### src/rtl/spi_cfg_master.sv
// SPI configuration master: parametrised frame, runtime CPOL/CPHA, multiple chip selects,
// programmable CS setup/hold and abort on enable loss. All outputs are registered.
module spi_cfg_master #(
   parameter int ADDR_W   = 8,
   parameter int DATA_W   = 16,
   parameter int NUM_CS   = 1,
   parameter int CLK_DIV  = 2,
   parameter int CS_SETUP = 1,
   parameter int CS_HOLD  = 1,
   localparam int FRAME_W = ADDR_W + DATA_W,
   localparam int CS_W    = (NUM_CS > 1) ? $clog2(NUM_CS) : 1
) (
   input  logic               spi_clk,
   input  logic               rst,
   input  logic               SPI_EN,
   input  logic               start,
   input  logic               rd,
   input  logic               cpol,
   input  logic               cpha,
   input  logic [CS_W-1:0]    cs_sel,
   input  logic [ADDR_W-1:0]  addr,
   input  logic [DATA_W-1:0]  wr_data,
   input  logic               SPI_MISO,
   output logic [NUM_CS-1:0]  SPI_CS_Z,
   output logic               SPI_MOSI,
   output logic               SPI_SCLK,
   output logic               SPI_BUSY,
   output logic               SPI_READ_DONE,
   output logic [FRAME_W-1:0] read_data
);

   // state   | meaning
   // IDLE    | waiting for start with SPI_EN high; SCLK parked at latched cpol
   // SETUP   | CS asserted, SCLK idle, CS_SETUP cycles
   // SHIFT   | 2*FRAME_W SCLK edges, CLK_DIV cycles apart
   // HOLD    | SCLK idle, CS still asserted, CS_HOLD cycles
   // DONE    | CS released, read result published
   typedef enum logic [2:0] {S_IDLE, S_SETUP, S_SHIFT, S_HOLD, S_DONE} state_t;

   localparam int CNT_MAX = (CS_SETUP > CS_HOLD) ? CS_SETUP : CS_HOLD;
   localparam int CNT_W   = $clog2(CNT_MAX + 1);
   localparam int DIV_W   = $clog2(CLK_DIV + 1);
   localparam int EDGE_W  = $clog2(2 * FRAME_W + 1);

   state_t               state_q, state_n;
   logic [CNT_W-1:0]     cnt_q, cnt_n;
   logic [DIV_W-1:0]     div_q, div_n;
   logic [EDGE_W-1:0]    edge_q, edge_n;
   logic [FRAME_W-1:0]   shreg_q, shreg_n;
   logic [FRAME_W-1:0]   rx_q, rx_n;
   logic [FRAME_W-1:0]   rdata_q, rdata_n;
   logic [NUM_CS-1:0]    cs_z_q, cs_z_n, cs_dec;
   logic                 rd_q, rd_n, cpol_q, cpol_n, cpha_q, cpha_n;
   logic                 sclk_q, sclk_n, mosi_q, mosi_n;
   logic                 busy_q, busy_n, done_q, done_n;
   logic                 toggle, leading, last_edge;

   always_comb begin
      cs_dec = '1;
      for (int i = 0; i < NUM_CS; i++) begin
         if (cs_sel == CS_W'(i)) cs_dec[i] = 1'b0;
      end
   end

   always_comb begin
      state_n   = state_q;
      cnt_n     = cnt_q;
      div_n     = div_q;
      edge_n    = edge_q;
      shreg_n   = shreg_q;
      rx_n      = rx_q;
      rdata_n   = rdata_q;
      cs_z_n    = cs_z_q;
      rd_n      = rd_q;
      cpol_n    = cpol_q;
      cpha_n    = cpha_q;
      sclk_n    = sclk_q;
      mosi_n    = mosi_q;
      done_n    = 1'b0;
      toggle    = 1'b0;
      leading   = (sclk_q == cpol_q);
      last_edge = (state_q == S_SHIFT) && (edge_q == EDGE_W'(1));

      if (!SPI_EN) begin
         if (state_q != S_IDLE) begin
            state_n = S_IDLE;
            cs_z_n  = '1;
            sclk_n  = cpol_q;
            mosi_n  = 1'b1;
         end
      end else begin
         case (state_q)
            S_IDLE: begin
               if (start) begin
                  state_n = S_SETUP;
                  cnt_n   = CNT_W'(CS_SETUP - 1);
                  shreg_n = {addr, wr_data};
                  rd_n    = rd;
                  cpol_n  = cpol;
                  cpha_n  = cpha;
                  cs_z_n  = cs_dec;
                  sclk_n  = cpol;
                  mosi_n  = cpha ? 1'b1 : addr[ADDR_W-1];
               end
            end
            S_SETUP: begin
               if (cnt_q != '0) begin
                  cnt_n = cnt_q - 1'b1;
               end else begin
                  state_n = S_SHIFT;
                  div_n   = DIV_W'(CLK_DIV - 1);
                  edge_n  = EDGE_W'(2 * FRAME_W - 1);
                  toggle  = 1'b1;
               end
            end
            S_SHIFT: begin
               if (div_q != '0) begin
                  div_n = div_q - 1'b1;
               end else if (edge_q != '0) begin
                  toggle = 1'b1;
                  edge_n = edge_q - 1'b1;
                  div_n  = DIV_W'(CLK_DIV - 1);
               end else begin
                  state_n = S_HOLD;
                  cnt_n   = CNT_W'(CS_HOLD - 1);
               end
            end
            S_HOLD: begin
               if (cnt_q != '0) begin
                  cnt_n = cnt_q - 1'b1;
               end else begin
                  state_n = S_DONE;
                  cs_z_n  = '1;
                  mosi_n  = 1'b1;
                  if (rd_q) begin
                     done_n  = 1'b1;
                     rdata_n = rx_q;
                  end
               end
            end
            S_DONE:  state_n = S_IDLE;
            default: state_n = S_IDLE;
         endcase
      end

      // MISO is captured in the same spi_clk cycle that registers the sampling edge
      if (toggle) begin
         sclk_n = ~sclk_q;
         if (leading ^ cpha_q) rx_n = {rx_q[FRAME_W-2:0], SPI_MISO};
         if (cpha_q && leading) begin
            mosi_n  = shreg_q[FRAME_W-1];
            shreg_n = shreg_q << 1;
         end else if (!cpha_q && !leading && !last_edge) begin
            mosi_n  = shreg_q[FRAME_W-2];
            shreg_n = shreg_q << 1;
         end
      end

      busy_n = (state_n != S_IDLE);
   end

   always_ff @(posedge spi_clk or posedge rst) begin
      if (rst) begin
         state_q <= S_IDLE;
         cnt_q   <= '0;
         div_q   <= '0;
         edge_q  <= '0;
         shreg_q <= '0;
         rx_q    <= '0;
         rdata_q <= '0;
         cs_z_q  <= '1;
         rd_q    <= 1'b0;
         cpol_q  <= 1'b0;
         cpha_q  <= 1'b0;
         sclk_q  <= 1'b0;
         mosi_q  <= 1'b1;
         busy_q  <= 1'b0;
         done_q  <= 1'b0;
      end else begin
         state_q <= state_n;
         cnt_q   <= cnt_n;
         div_q   <= div_n;
         edge_q  <= edge_n;
         shreg_q <= shreg_n;
         rx_q    <= rx_n;
         rdata_q <= rdata_n;
         cs_z_q  <= cs_z_n;
         rd_q    <= rd_n;
         cpol_q  <= cpol_n;
         cpha_q  <= cpha_n;
         sclk_q  <= sclk_n;
         mosi_q  <= mosi_n;
         busy_q  <= busy_n;
         done_q  <= done_n;
      end
   end

   assign SPI_CS_Z      = cs_z_q;
   assign SPI_MOSI      = mosi_q;
   assign SPI_SCLK      = sclk_q;
   assign SPI_BUSY      = busy_q;
   assign SPI_READ_DONE = done_q;
   assign read_data     = rdata_q;

endmodule
### config.mk
export PLATFORM = sky130hd
export DESIGN_NAME = spi_cfg_master
export DESIGN_NICKNAME = d
export VERILOG_FILES = /design/src/rtl/spi_cfg_master.sv
export SDC_FILE = /design/constraint.sdc
export NUM_CORES = 1
export LEC_CHECK = 0
export BUFFER_PORTS_ARGS = -buffer_cell sky130_fd_sc_hd__buf_2
export CORE_ASPECT_RATIO = 2
export CORE_UTILIZATION = 52
export DETAILED_ROUTE_END_ITERATION = 12
export GPL_TIMING_DRIVEN = 0
export HOLD_SLACK_MARGIN = 0.12
export PLACE_DENSITY = 0.7
export SYNTH_ARGS = -nofsm -noshare
export SYNTH_HDL_FRONTEND = slang
export SYNTH_SLANG_ARGS = --single-unit
### constraint.sdc
create_clock -name spi_clk -period 6.74 [get_ports spi_clk]
set_clock_uncertainty 0.1 [all_clocks]
set_input_delay 0 -clock spi_clk [delete_from_list [all_inputs] [get_ports spi_clk]]
set_output_delay 0 -clock spi_clk [all_outputs]
set_load 0.01 [all_outputs]
* After elaboration in Yosys (flattened, before gate mapping)
Index checks and enable logic that the tools add are counted.
Storage, ports and cells: register bits after elaboration 92, bits of input ports 33, output and inout bits 29
Cells by class: $add $sub $neg 3, equality and inequality tests 16, mux-type cells 56, bitwise operators 3, reduce and logical (&&, ||, !) cells 25
Operator list (count):
- $mux W24 | 6
- $mux W1 | 30
- $mux W3 | 7
- $mux W6 | 3
- $ne A3 B1 Y1 const B | 4
- $pmux W3 S4 | 1
- $pmux W6 S2 | 1
- $reduce_and A4 Y1 | 3
- $reduce_bool A3 Y1 | 4
- $reduce_and A5 Y1 | 2
- $ne A2 B2 Y1 const B | 4
- $eq A3 B2 Y1 const B | 2
- $eq A6 B1 Y1 const B | 1
- $mux W2 | 3
- $ne A3 B3 Y1 const B | 2
- $pmux W1 S2 | 3
- $reduce_and A3 Y1 | 2
- $reduce_bool A2 Y1 | 3
- $reduce_bool A6 Y1 | 1
- $sub A6 B1 Y6 const B | 1
- $logic_and A1 B1 Y1 | 4
- $pmux W2 S2 | 1
- $eq A3 B1 Y1 const B | 1
- $logic_not A1 Y1 | 3
- 10 further kinds | 11

* Longest topological paths before layout
Gate-level depths: netlist of the first run.
depth in word-level cells 7, depth in mapped cells 8, gate-level depth less buffers 7

* Worst setup path after synthesis of the first run
OpenSTA, ideal clock, no wires.
path type register -> register, start point register state_q[0], end point register rx_q[0], setup time 0.125 ns, arrival time 1.928 ns, data required time 6.515 ns, setup slack 4.587 ns, stages on the path, launching flop included 8, path buffers 3, cells stage by stage dfrtp_1 -> buf_6 -> or3b_1 -> buf_2 -> a211oi_4 -> o21ai_4 -> buf_6 -> mux2_4
On the way: longest elaborated chain between the ends 4, elaborated cells on any way between the ends 5, those cells by class eq/ne: 2; mux: 2; reduce/logical: 1
Ends and longest elaborated chain:
- start, declared | RTL line 45 | state_t state_q, state_n;
- start signal, assigned | RTL line 180 | state_q <= state_n;
- $eq A3 B2 Y1 or $eq A3 B1 Y1 (tied branches) | RTL line 92 | case (state_q)
- $pmux W1 S2 * | RTL line 92
- $mux W1 * | RTL line 84 | if (!SPI_EN) begin
- $reduce_and A2 Y1 (no line) *
- end signal, assigned | RTL line 185 | rx_q <= rx_n;
- end, declared | RTL line 50 | logic [FRAME_W-1:0] rx_q, rx_n;
Mark *: on every way between the ends. The rest lies on a longest branch, timed or not. A chain may end at the register's enable or synchronous reset.

* Worst setup path in the final report of the first run
start point register state_q[1], end point register shreg_q[20]
On the way: longest elaborated chain between the ends 7, elaborated cells on any way between the ends 13, those cells by class eq/ne: 2; mux: 7; reduce/logical: 4
Ends and longest elaborated chain:
- $eq A3 B2 Y1 | RTL line 82, 92
- $logic_and A1 B1 Y1 | RTL line 82 | last_edge = (state_q == S_SHIFT) && (edge_q == EDGE_W'(1));
- $logic_not A1 Y1 | RTL line 153 | end else if (!cpha_q && !leading && !last_edge) begin
- $logic_and A1 B1 Y1 | RTL line 153
- $mux W24 | RTL line 153
- $mux W24 | RTL line 150 | if (cpha_q && leading) begin
- $mux W24 * | RTL line 147 | if (toggle) begin
- net shreg_n[20] | RTL line 49 | logic [FRAME_W-1:0] shreg_q, shreg_n;
- end signal, assigned | RTL line 184 | shreg_q <= shreg_n;
- end, declared | RTL line 49
The timed path passes the listed nets; every way through them passes the cells marked *.

==> reports/results.ini, run 1 <==
[global_routing]
grt_max_degree=70
antenna_found_initial=0
grt_pass1_wl_um=13690
grt_usage_pct=21.60
first_global_vias=2875
grt.overflow.total=0

[yosys]
ys.warnings.count=0
netlist_area_um2=4243
synth_edf_count=0
syn_nets=336
synth_area_per_cell_um2=14.24
synth_cell_types=42
async_reset_ff_share_pct=100.0
synthCells=298
yosysSeqAreaShare_pct=53.73
synth_flop_cell=dfrtp_1
ys_ff_latch=91

[final_layout]
drive_above_1_share_pct=47.07
layout_commonest_cell=dfrtp_1
seq_area_um2=2280
multi_input_area_um2=1819
nNetsFinal=443
nFillCells=589
area_growth_pct=26.28
layout_common_cells=dfrtp_1 (89), buf_2 (64), mux2_2 (58)
n_antenna_cell=0
fin_util_pct=67.45

[critical_path]
cp-endpoint=shreg_q[20]
setup.worst_path.class=register to register
crit_fanout=10
cpLargestDelayFamily=simple AND/OR/NAND/NOR gates
max_stage_delay_ns=0.53
crit_arrival_ns=2.51
r2r-start=state_q[1]
rr_worst_depth=6
worstPathRequired_ns=6.86
critPathBufInv=2
cp.depth=6
cp-start-kind=register
crit_path_end_kind=register
r2r_end=shreg_q[20]
critPathSlowestCell=nor3b_1
reg2reg_slack_ns=4.35
cp-startpoint=state_q[1]
worstPathCellList=clkbuf_1, nor3b_1, a41oi_1, o21ai_4, buf_6, mux2_4

[job]
max-cap-violations=0

[timing]
tightest_slew_ns=0.7975
tns_ns=0
min_period_ns=2.392
relSlewSlack_pct=46.63
hold_violations=0
timing.hold.ws_ns=0.3246
setup_viol=0
rsz0062_at_grt=false
final_max_slew_viol_count=0
max_clock_freq_ghz=0.4180
min_period_over_period_pct=35.49

[power]
total_power_mw=1.595
ir_worst_vdd_mv=0.1822
p_per_area_nw_per_um2=297.7
power_leakage_nw=2.752

[placement]
hpwlAfterDp_um=5620
port_buffers=60
place.gp.congestion=0.8314

[clock_network]
clock_sinks=91
cts_resized=0
cts_tree=done
clk_pin_slew_worst_paths_ns=0.06
insertion_delay_ns=0.34
clock_path_buffers=2
cts_buffers=9
htree_levels=3
cts-root-buf=clkbuf_16
post_cts_buffers=0

[hold_path]
timing.hold.worst.class=input pin to register

[detailed_routing]
drtAntennaViolNets=0
drtIter0Drc=119
firstDrtPassIters=4
drc=0
drt_wl_total_um=8436
wl_per_cell_um=16.67
vias=2694
avgViaCountPerCell=5.324

[run_status]
status=complete, no violations

[floorplanning]
core-area_um2=7943
die_h_um=129.7
ios=62
fp-row-count=46
die_area_um2=8546
initial_utilization_pct=53.42
die_width_um=65.87

## registers in the layout, indices dropped and copies added, names as in the netlist
register       flops
SPI_SCLK           1
rd_q               1
SPI_MOSI           1
state_q            3
SPI_CS_Z           1
shreg_q           24
cpha_q             1
read_data         24
rx_q              24
div_q              2
edge_q             6
SPI_READ_DONE      1
cpol_q             1
SPI_BUSY           1
## layer usage
metal,GRT usage (%),wire [um],part of all wire (%)
met1,24.09,3348,40
met2,38.60,4648,55
met5,0,0,0
met3,3.671,230,2.7
met4,10.61,208,2.5
## worst register-to-register path: stages (launching register included)
cell and delay, ns:
dfrtp_1 0.33, clkbuf_1 0.30, nor3b_1 0.53, a41oi_1 0.29, o21ai_4 0.19, buf_6 0.22
mux2_4 0.32
## how the worst min path moves through the flow
stage	start	endpoint	slack, ns	depth (start not counted)
after floorplan	start	SPI_BUSY	0.03	2
after global placement	SPI_MISO	rx_q[0]	0.14	2
after detailed placement	rst	shreg_q[6]	-0.11	2
after CTS	rd	rd_q	0.33	3
after global routing	SPI_MISO	rx_q[0]	0.36	3
final	rd	rd_q	0.32	3
## cells in the mapped netlist, types with 2 or more instances
library cell | n | share of area [%]
nor3_1 | 6 | 0.71
o21ai_4 | 2 | 0.77
nand2b_1 | 4 | 0.59
a31oi_1 | 2 | 0.29
mux2_2 | 58 | 15
dfrtp_1 | 89 | 52
buf_6 | 5 | 1.3
mux2_4 | 39 | 14
o31ai_1 | 3 | 0.53
ha_1 | 5 | 1.5
o22ai_1 | 3 | 0.44
mux2i_1 | 4 | 0.94
nand2_1 | 3 | 0.27
dfstp_2 | 2 | 1.2
o21ai_0 | 3 | 0.35
a21oi_1 | 9 | 1.1
buf_2 | 4 | 0.47
nor2_1 | 14 | 1.2
nand3_1 | 3 | 0.35
clkbuf_1 | 6 | 0.53
inv_1 | 12 | 1.1
o21bai_1 | 2 | 0.35
## repair_timing
item / 4_1_cts / 5_1_grt
hold buffers: 35 / 0
setup endpoints to repair: 0 / 0
hold endpoints to repair: 125 / 0
## layout make-up
cell class              instances  share of cell area, %
multi-input cells             180                  33.96
well taps                      96                  2.242
plain buffers                  15                  1.845
inverters                      12                 0.8874
clock inverters                 5                  1.144
clock buffers                  11                  4.717
flip-flops and latches         91                  42.55
repair buffers                 96                  12.66
## power by group
group          total, mW  switching, mW  internal (mW)
logic              0.352          0.130          0.222
registers          0.727         0.0768          0.650
clock network      0.516          0.207          0.309
total               1.60          0.414           1.18
## logic make-up (layout without fill, tap and decap cells)
kind of cell             Yosys count  count (layout)  share of synthesized area [%]
multiplexers                     101             101                          30.14
flip-flops                        91              91                          53.73
AND/OR/NAND/NOR                   39              39                          4.984
AO/OA/AOI/OAI                     34              34                          6.075
buffers and inverters             27             139                          3.391
adder cells (fa/ha/maj)            5               5                          1.474
XOR/XNOR                           1               1                         0.2065
## per-stage QoR
step / worst slack, ns / area (um2) / std cells
after global placement: 3.229 / 4663 / 454
after floorplan: 4.280 / 4243 / 298
after CTS: 4.350 / 5358 / 506
after detailed placement: 4.347 / 4693 / 455
after global routing: 4.206 / 5358 / 506
final: 4.348 / 5358 / 506
Power figures use the tool's default switching activity.
==> run 2: changes to the inputs <==
--- a/config.mk
+++ b/config.mk
@@ -7,11 +7,11 @@
 export LEC_CHECK = 0
 export BUFFER_PORTS_ARGS = -buffer_cell sky130_fd_sc_hd__buf_2
 export CORE_ASPECT_RATIO = 2
-export CORE_UTILIZATION = 52
+export CORE_UTILIZATION = 51
 export DETAILED_ROUTE_END_ITERATION = 12
 export GPL_TIMING_DRIVEN = 0
 export HOLD_SLACK_MARGIN = 0.12
-export PLACE_DENSITY = 0.7
+export PLACE_DENSITY = 0.71
 export SYNTH_ARGS = -nofsm -noshare
 export SYNTH_HDL_FRONTEND = slang
 export SYNTH_SLANG_ARGS = --single-unit
==> constraint.sdc (replaced) <==
create_clock -name spi_clk -period 2.14 [get_ports spi_clk]
set_clock_uncertainty 0.1 [all_clocks]
set_input_delay 0 -clock spi_clk [delete_from_list [all_inputs] [get_ports spi_clk]]
set_output_delay 0 -clock spi_clk [all_outputs]
set_load 0.01 [all_outputs]
==> run 2 against run 1 <==
Net effect: wire length grew 2.5%; critical path type unchanged; sequential power rose to 3.1 times the previous value; setup slack got worse by 4.3 ns; clock power rose to 2.9 times the previous value; highest routed layer unchanged; global-route usage is 0.53 points higher.
==> reports/results.ini, run 2 (same netlist as run 1, synthesis figures left out) <==
[run_status]
status=complete, no violations

[clock_network]
insertion_delay_ns=0.34  ; about the same
htree_levels=3  ; unchanged
cts_tree=done
cts_buffers=9  ; unchanged
clock_sinks=91  ; unchanged
clock_path_buffers=2  ; unchanged
cts-root-buf=clkbuf_16
clk_pin_slew_worst_paths_ns=0.07  ; about the same

[hold_path]
timing.hold.worst.class=input pin to async pin

[placement]
place_area_um2=4715  ; +0.45%
hpwlAfterDp_um=5795  ; +3.1%
placed_cells=456  ; +0.22%
port_buffers=60  ; unchanged
place.gp.congestion=0.8033  ; -3.4%

[critical_path]
cp-startpoint=div_q[0]
critPathBufInv=3  ; +1
crit_arrival_ns=2.22  ; -0.29 ns
r2r-start=div_q[0]
rr_worst_depth=7  ; +1
max_stage_delay_ns=0.43  ; -0.10 ns
critPathSlowestCell=dfrtp_2
cp-start-kind=register
crit_path_end_kind=register
cp.depth=7  ; +1
worstPathCellList=or3b_4, a211oi_4, buf_4, o21ai_4, buf_12, buf_8, mux2_4
reg2reg_slack_ns=0.04  ; -4.31 ns
worstPathRequired_ns=2.26  ; -4.60 ns
cpLargestDelayFamily=buffers and inverters
setup.worst_path.class=register to register
r2r_end=rx_q[17]
crit_fanout=6  ; -4
cp-endpoint=rx_q[17]

[detailed_routing]
drtIter0Drc=127  ; +6.7%
drtAntennaViolNets=0  ; unchanged
drt_wl_total_um=8645  ; +2.5%
wl_per_cell_um=16.56  ; -0.66%
vias=2802  ; +4.0%
drc=0  ; unchanged
avgViaCountPerCell=5.368  ; +0.82%
firstDrtPassIters=4  ; unchanged

[global_routing]
grt_pass1_wl_um=14250  ; +4.1%
grt_max_degree=41  ; -41%
first_global_vias=2977  ; +3.5%
grt.overflow.total=0  ; unchanged
antenna_found_initial=0  ; unchanged
grt_usage_pct=22.13  ; +0.53 points

[timing]
hold_violations=0  ; unchanged
min_period_over_period_pct=98.36  ; +63 points
rsz0062_at_grt=true
relSlewSlack_pct=56.03  ; +9.4 points
tightest_slew_ns=0.6581  ; -0.1394 ns
final_max_slew_viol_count=0  ; unchanged
max_clock_freq_ghz=0.4751  ; +14%
setup_viol=0  ; unchanged
min_period_ns=2.105  ; -0.2873 ns

[power]
total_power_mw=5.032  ; +220%
power_leakage_nw=2.869  ; +4.2%
p_switching_mw=1.351  ; +230%
clock_power_share_pct=29.3  ; -3.0 points
sequentialPowerShare_pct=45.6  ; about the same
swShare_pct=26.85  ; +0.89 points
intPower_mw=3.681  ; +210%
p_per_area_nw_per_um2=895.2  ; +200%
ir_worst_vdd_mv=0.6460  ; +250%
pwr-share-comb_pct=25.1  ; +3.0 points

[floorplanning]
core-area_um2=8000  ; +0.72%
ios=62  ; unchanged
fp-row-count=46  ; unchanged
initial_utilization_pct=53.03  ; -0.38 points
die_area_um2=8710  ; +1.9%
die_h_um=131.0  ; +0.96%
die_width_um=66.50  ; +0.95%

[final_layout]
layout_common_cells=dfrtp_1 (85), buf_2 (63), mux2_2 (58)
n_antenna_cell=0  ; unchanged
layout_commonest_cell=dfrtp_1
area_growth_pct=32.50
fin_cells=522  ; +3.2%
drive_above_1_share_pct=53.99  ; +6.9 points
nNetsFinal=459  ; +3.6%
design_area_um2=5622  ; +4.9%
fin_util_pct=70.27  ; +2.8 points

[job]
max-cap-violations=0  ; unchanged

==> run 2: cell type report <==
class / count / area, um2
fill: 560 / 2379
clock inverter: 5 / 37.54
sequential: 91 / 2285
buffer: 12 / 107.6
multi-input combinational: 180 / 1874
timing repair buffer: 115 / 905.9
clock buffer: 11 / 242.7
inverter: 12 / 48.80
tap: 96 / 120.1
==> run 2: repair_timing <==
| action | in CTS | in global routing |
|---|---|---|
| hold buffers | 32 | 0 |
| gates cloned | 3 | 0 |
| pin swaps | 5 | 4 |
| endpoints found under the hold margin | 126 | 0 |
| gates resized for setup | 23 | 16 |
| setup buffers | 12 | 6 |
| endpoints found under the setup margin | 69 | 62 |
==> run 2: metrics by stage <==
step	hold slack [ns]	TNS (ns)	setup slack, ns
final	0.2073	0	0.03504
after detailed placement	0.02902	-10.61	-0.2932
after floorplan	0.02873	0	0.03870
after CTS	0.2256	-1.860	-0.06835
after global placement	0.1348	-9.341	-0.2543
after global routing	0.2582	-0.3395	-0.01875
==> run 2: worst register-to-register path: cells and delay by family (launching register included) <==
family / cells / cell delay [ns]
DFF: 1 / 0.43
buffers and inverters: 3 / 0.46
muxes: 1 / 0.30
AOI/OAI and AO/OA: 2 / 0.30
and+or+nand+nor: 1 / 0.40
==> run 2: how the worst min path moves through the flow <==
stage / slack, ns / start / cells past startpoint / end
after floorplan: 0.03 / start / 2 / SPI_BUSY
after detailed placement: 0.03 / rst / 2 / rd_q
after global routing: 0.26 / rst / 3 / SPI_READ_DONE
after global placement: 0.13 / SPI_MISO / 2 / rx_q[0]
after CTS: 0.23 / rst / 3 / SPI_READ_DONE
final: 0.21 / rst / 3 / rd_q
==> run 2: metal layers <==
metal  routed length [um]  track usage, %  vias to the layer above
met1                 3261           24.22                     1427
met3                  232           4.688                       14
met5                    0               0                        -
li1                     -               -                     1309
met2                 4969           40.40                       52
met4                  182           9.136                        0
==> run 2: power by group through the flow <==
stage / combinational [mW] / sequential, mW / clock (mW)
4_1_cts: 1.20 / 2.29 / 1.50
5_1_grt: 1.36 / 2.34 / 1.57
3_5_place_dp: 1.06 / 2.31 / 0
6_report: 1.26 / 2.29 / 1.48
3_3_place_gp: 1.01 / 2.29 / 0
2_1_floorplan: 0.860 / 2.25 / 0
